### src/rtl/sign_extend_pkg.sv
// sign_extend_pkg: shared mode encoding and default widths for the immediate extender
package sign_extend_pkg;

    localparam int IMM_W  = 16;
    localparam int WORD_W = 32;

    typedef enum logic [1:0] {
        MODE_SEXT = 2'b00,
        MODE_ZEXT = 2'b01,
        MODE_LUI  = 2'b10,
        MODE_BOFF = 2'b11
    } mode_e;

endpackage

### src/rtl/sign_extend_core.sv
// sign_extend_core: combinational immediate widening (SEXT/ZEXT/LUI/BOFF); LUI needs SIGN_EXTEND_LUI_EN
module sign_extend_core
    import sign_extend_pkg::*;
#(
    parameter int IN_W  = IMM_W,
    parameter int OUT_W = WORD_W
) (
    input  logic [1:0]       mode,
    input  logic [IN_W-1:0]  in,
    output logic [OUT_W-1:0] ext
);

    logic [OUT_W-1:0] sext;
    logic [OUT_W-1:0] zext;
    logic [OUT_W-1:0] boff;
    logic [OUT_W-1:0] lui;

    assign sext = {{(OUT_W-IN_W){in[IN_W-1]}}, in};
    assign zext = {{(OUT_W-IN_W){1'b0}}, in};
    assign boff = {sext[OUT_W-3:0], 2'b00};
`ifdef SIGN_EXTEND_LUI_EN
    assign lui  = {in, {(OUT_W-IN_W){1'b0}}};
`else
    assign lui  = sext;
`endif

    // select the widened value for the requested mode
    always_comb begin
        ext = mode == MODE_ZEXT ? zext :
              mode == MODE_BOFF ? boff :
              mode == MODE_LUI  ? lui  : sext;
    end

endmodule

### src/rtl/sign_extend.sv
// sign_extend: registered 16->32 immediate extender, one cycle latency; LUI mode via SIGN_EXTEND_LUI_EN
module sign_extend
    import sign_extend_pkg::*;
#(
    parameter int IN_W  = IMM_W,
    parameter int OUT_W = WORD_W
) (
    input  logic             clk,
    input  logic             rst_n,
    input  logic             en,
    input  logic [1:0]       mode,
    input  logic [IN_W-1:0]  in,
    output logic [OUT_W-1:0] out,
    output logic             out_valid
);

    logic [OUT_W-1:0] ext;

    sign_extend_core #(.IN_W(IN_W), .OUT_W(OUT_W)) u_core (
        .mode (mode),
        .in   (in),
        .ext  (ext)
    );

    // capture on enable, hold otherwise; reset overrides any capture that edge
    always_ff @(posedge clk) begin
        if (!rst_n) begin
            out       <= '0;
            out_valid <= 1'b0;
        end else begin
            out_valid <= en;
            if (en) out <= ext;
        end
    end

endmodule

### config.mk
export PLATFORM = sky130hd
export DESIGN_NAME = sign_extend
export DESIGN_NICKNAME = d
export VERILOG_FILES = /design/src/rtl/sign_extend_pkg.sv /design/src/rtl/sign_extend_core.sv /design/src/rtl/sign_extend.sv
export SDC_FILE = /design/constraint.sdc
export NUM_CORES = 1
export LEC_CHECK = 0
export CAP_MARGIN = 20
export CELL_PAD_IN_SITES_DETAIL_PLACEMENT = 1
export CELL_PAD_IN_SITES_GLOBAL_PLACEMENT = 1
export CORE_UTILIZATION = 27
export CTS_CLUSTER_SIZE = 16
export DETAILED_ROUTE_END_ITERATION = 8
export PLACE_DENSITY_LB_ADDON = 0.1
export SYNTH_ARGS = -nofsm -noshare
export SYNTH_HDL_FRONTEND = slang
export SYNTH_SLANG_ARGS = --single-unit
### constraint.sdc
create_clock -name clk -period 1.5 [get_ports clk]
set_clock_uncertainty 0.05 [all_clocks]
set_input_delay 0.225 -clock clk [delete_from_list [all_inputs] [get_ports clk]]
set_output_delay 0.225 -clock clk [all_outputs]
set_load 0.02 [all_outputs]
==> out/summary.json, run 1 <==
{
  "outcome": {
    "status": "finished clean"
  },
  "sta": {
    "grt_setup_unrepaired": "false",
    "maxSlewViolCount": 0,
    "hold_slack_ns": 0.435,
    "post-route-min-period_ns": 1.38,
    "post-route-period-util": 0.921,
    "totalNegativeSetupSlack_ns": 0,
    "layout_setup_ws_ns": 0.119,
    "worstMarginPinSlew_ns": 0.220,
    "relSlewSlack": 0.853,
    "fmax_mhz": 724,
    "setup_violations": 0,
    "hold_viol_final": 0
  },
  "layout": {
    "fillerInstances": 403,
    "layout-drive-gt1-share": 0.0769,
    "antenna_cells_inserted": 0,
    "multi_input_comb_area_um2": 372,
    "register_area_um2": 380,
    "layout-area-overhead-vs-synth_pct": 51.8,
    "post-route-cell-area_um2": 1390,
    "final_non_filler_cells": 200,
    "finish.net_count": 178,
    "utilization": 0.445,
    "layout.cells.most_common_list": "sky130_fd_sc_hd__dlygate4sd2_1 (32), sky130_fd_sc_hd__nand2_1 (29), sky130_fd_sc_hd__clkdlybuf4s50_1 (20)",
    "layout.cells.most_common": "sky130_fd_sc_hd__dlygate4sd2_1"
  },
  "floorplan": {
    "initial_core_util": 0.293,
    "die_w_um": 60.3,
    "die_y_um": 60.3,
    "die-area_um2": 3630,
    "pin_count": 54,
    "core_um2": 3130,
    "site_row_count": 20
  },
  "worst_setup_path": {
    "arrival_ns": 1.11,
    "timing.rr.start": "out[30]",
    "timing.rr.end": "out[30]",
    "setup.reg_to_reg.worst_slack_ns": 0.76,
    "critPathMaxStageDelay_ns": 0.34,
    "worstPathMaxFanout": 9,
    "reg2regPathDepth": 3,
    "critical_path.cell_chain": "buf_4 -> dlygate4sd2_1",
    "timing.critical_path.required_ns": 1.22,
    "critical-path-slowest-cell": "sky130_fd_sc_hd__dfxtp_1",
    "timing.critical_path.from_type": "flop",
    "critPathCaptureType": "output port",
    "worstSetupPathType": "flop to output port"
  },
  "global_routing": {
    "gr-usage-met3": 0.0303,
    "gr-usage-met2": 0.250,
    "grtUsageTotal": 0.146,
    "grt_pass1_vias": 924,
    "global_route_wire_length_before_repair_um": 4000,
    "grt_start_max_net_pins": 38,
    "antenna_violations_before_repair": 0,
    "global_route.usage.met1": 0.178,
    "layer_with_the_highest_usage_after_global_routing": "met2",
    "gr-total-overflow": 0
  },
  "yosys": {
    "synth_compound_gate_area_share": 0.220,
    "synth.cell_area_um2": 917,
    "main_combinational_cell_family_by_area_after_synthesis": "compound AO/OA/AOI/OAI gates",
    "library_cell_occupying_the_most_area_in_the_post_synthesis_netlist": "sky130_fd_sc_hd__dfxtp_1",
    "netlist_top_cells_area": "sky130_fd_sc_hd__dfxtp_1 (41%), sky130_fd_sc_hd__buf_4 (13%), sky130_fd_sc_hd__nand2_1 (12%)",
    "synth-main-ff-cell": "sky130_fd_sc_hd__dfxtp_1",
    "synth_fp_nets": 135,
    "postSynthCellCount": 114,
    "seq_area_frac_synth": 0.415,
    "synth_largest_type_area_fraction": 0.415,
    "synth_cell_type_count": 19,
    "synth_area_per_inst_um2": 8.05,
    "ys_async_sr_fraction": 0,
    "synth.area.mux_share": 0,
    "synth-adder-area-share": 0,
    "synth.ff_latch_count": 19,
    "synth-xor-area-share": 0,
    "synth_simple_gate_area_frac": 0.186,
    "yosysWarnings": 0,
    "synth-edff-count": 0
  },
  "drt": {
    "drc_errors": 0,
    "route.antenna.remaining_nets": 0,
    "via_count": 926,
    "drtPass1Iterations": 4,
    "first_iter_violations": 12,
    "drt-wirelength-per-cell_um": 12.1,
    "vias_per_cell": 4.63,
    "detail_route.wirelength_um": 2410
  },
  "min_path": {
    "timing.hold.worst_path_depth": 2,
    "hold_end": "out[1]",
    "hold_start": "out[1]",
    "timing.hold.worst.class": "flop to flop"
  },
  "clocking": {
    "post-cts-setup-buffer-count": 0,
    "cts_tree": "built",
    "h_tree_lvl_count": 1,
    "cts.reportedPaths.clkPinSlew_ns": 0.11,
    "clk-insertion-delay-late_ns": 0.29,
    "number_of_cts_inserted_buffers": 3,
    "clock_sink_count": 19,
    "root_buffer": "sky130_fd_sc_hd__clkbuf_4",
    "longest_clk_path_bufs": 2,
    "cts-hold-fix-buffers": 0
  },
  "job": {
    "cap_viol_max_count": 0
  },
  "pwr": {
    "finalPower_mw": 1.12,
    "vdd_drop_max_uv": 326,
    "pwr_density_cell_nw_per_um2": 803,
    "p_leak_nw": 0.675
  },
  "placed_design": {
    "gp_congestion": 0.745,
    "cell_area_after_placement_um2": 1400,
    "portBuffers": 53,
    "post-place-cells": 196,
    "detailedPlace.worstSlack_ns": 0.0697,
    "dp_hpwl_um": 1780
  }
}
==> state kept, by name (all words and copies together), names as in the netlist <==
name	cells
out_valid	1
out	18
==> power by group <==
| part | internal (mW) | total (mW) | switching (mW) |
|---|---|---|---|
| registers | 0.539 | 0.555 | 0.0153 |
| logic | 0.143 | 0.309 | 0.166 |
| clock network | 0.0991 | 0.255 | 0.156 |
| total | 0.782 | 1.12 | 0.337 |
==> worst max-delay path: cells and delay by family, from the launching register on <==
kind	cells	cell delay [ns]
buffers and inverters	2	0.48
flip-flops	1	0.34
==> how the worst max path moves through the flow <==
| stage | slack, ns | endpoint | startpoint |
|---|---|---|---|
| 2_1_floorplan | 0.35 | out[18] | out[30] |
| 3_3_place_gp | 0.13 | out[6] | mode[0] |
| 3_5_place_dp | 0.07 | out[2] | mode[0] |
| 4_1_cts | 0.009 | out_valid | out_valid |
| 5_1_grt | 0.05 | out[19] | out[30] |
| 6_report | 0.12 | out[19] | out[30] |
==> layout make-up <==
| cell class | instances | share of cell area |
|---|---|---|
| multi-input combinational | 73 | 0.267 |
| clock inverter | 1 | 0.00359 |
| tap | 44 | 0.0395 |
| timing repair buffer | 60 | 0.401 |
| sequential | 19 | 0.273 |
| clock buffer | 3 | 0.0162 |
==> cell families after synthesis <==
logic type             count (synthesis)
AND/OR/NAND/NOR                       39
AO/OA/AOI/OAI                         34
buffers and inverters                 22
flip-flops                            19
==> repair_timing <==
item                       CTS  global route
hold endpoints to repair     0             0
setup endpoints to repair   32             1
gates resized for setup     32             1
==> synthesized netlist by cell type, types with 2 or more instances <==
cell type and number:
sky130_fd_sc_hd__a21boi_0 2, sky130_fd_sc_hd__o21ai_0 13, sky130_fd_sc_hd__a31oi_1 13, sky130_fd_sc_hd__and2_1 2, sky130_fd_sc_hd__o21ai_1 2, sky130_fd_sc_hd__nand2b_1 3, sky130_fd_sc_hd__buf_4 16, sky130_fd_sc_hd__dfxtp_1 19
sky130_fd_sc_hd__buf_2 3, sky130_fd_sc_hd__nand2_1 29, sky130_fd_sc_hd__a21oi_1 2, sky130_fd_sc_hd__nand3_1 3
==> routing by layer <==
metal / wire length [µm] / vias to the layer above / part of all wire
met1: 1090 / 435 / 0.45
met2: 1140 / 33 / 0.47
li1: - / 456 / -
met3: 172 / 2 / 0.071
met5: 0 / - / 0
met4: 18 / 0 / 0.0075
Power figures use the tool's default switching activity.
==> run 2, diff against run 1 <==
Settings changed: CTS_CLUSTER_DIAMETER set to 200.
==> results of run 2 <==
Final layout, timing and power as in run 1 (identical DEF).
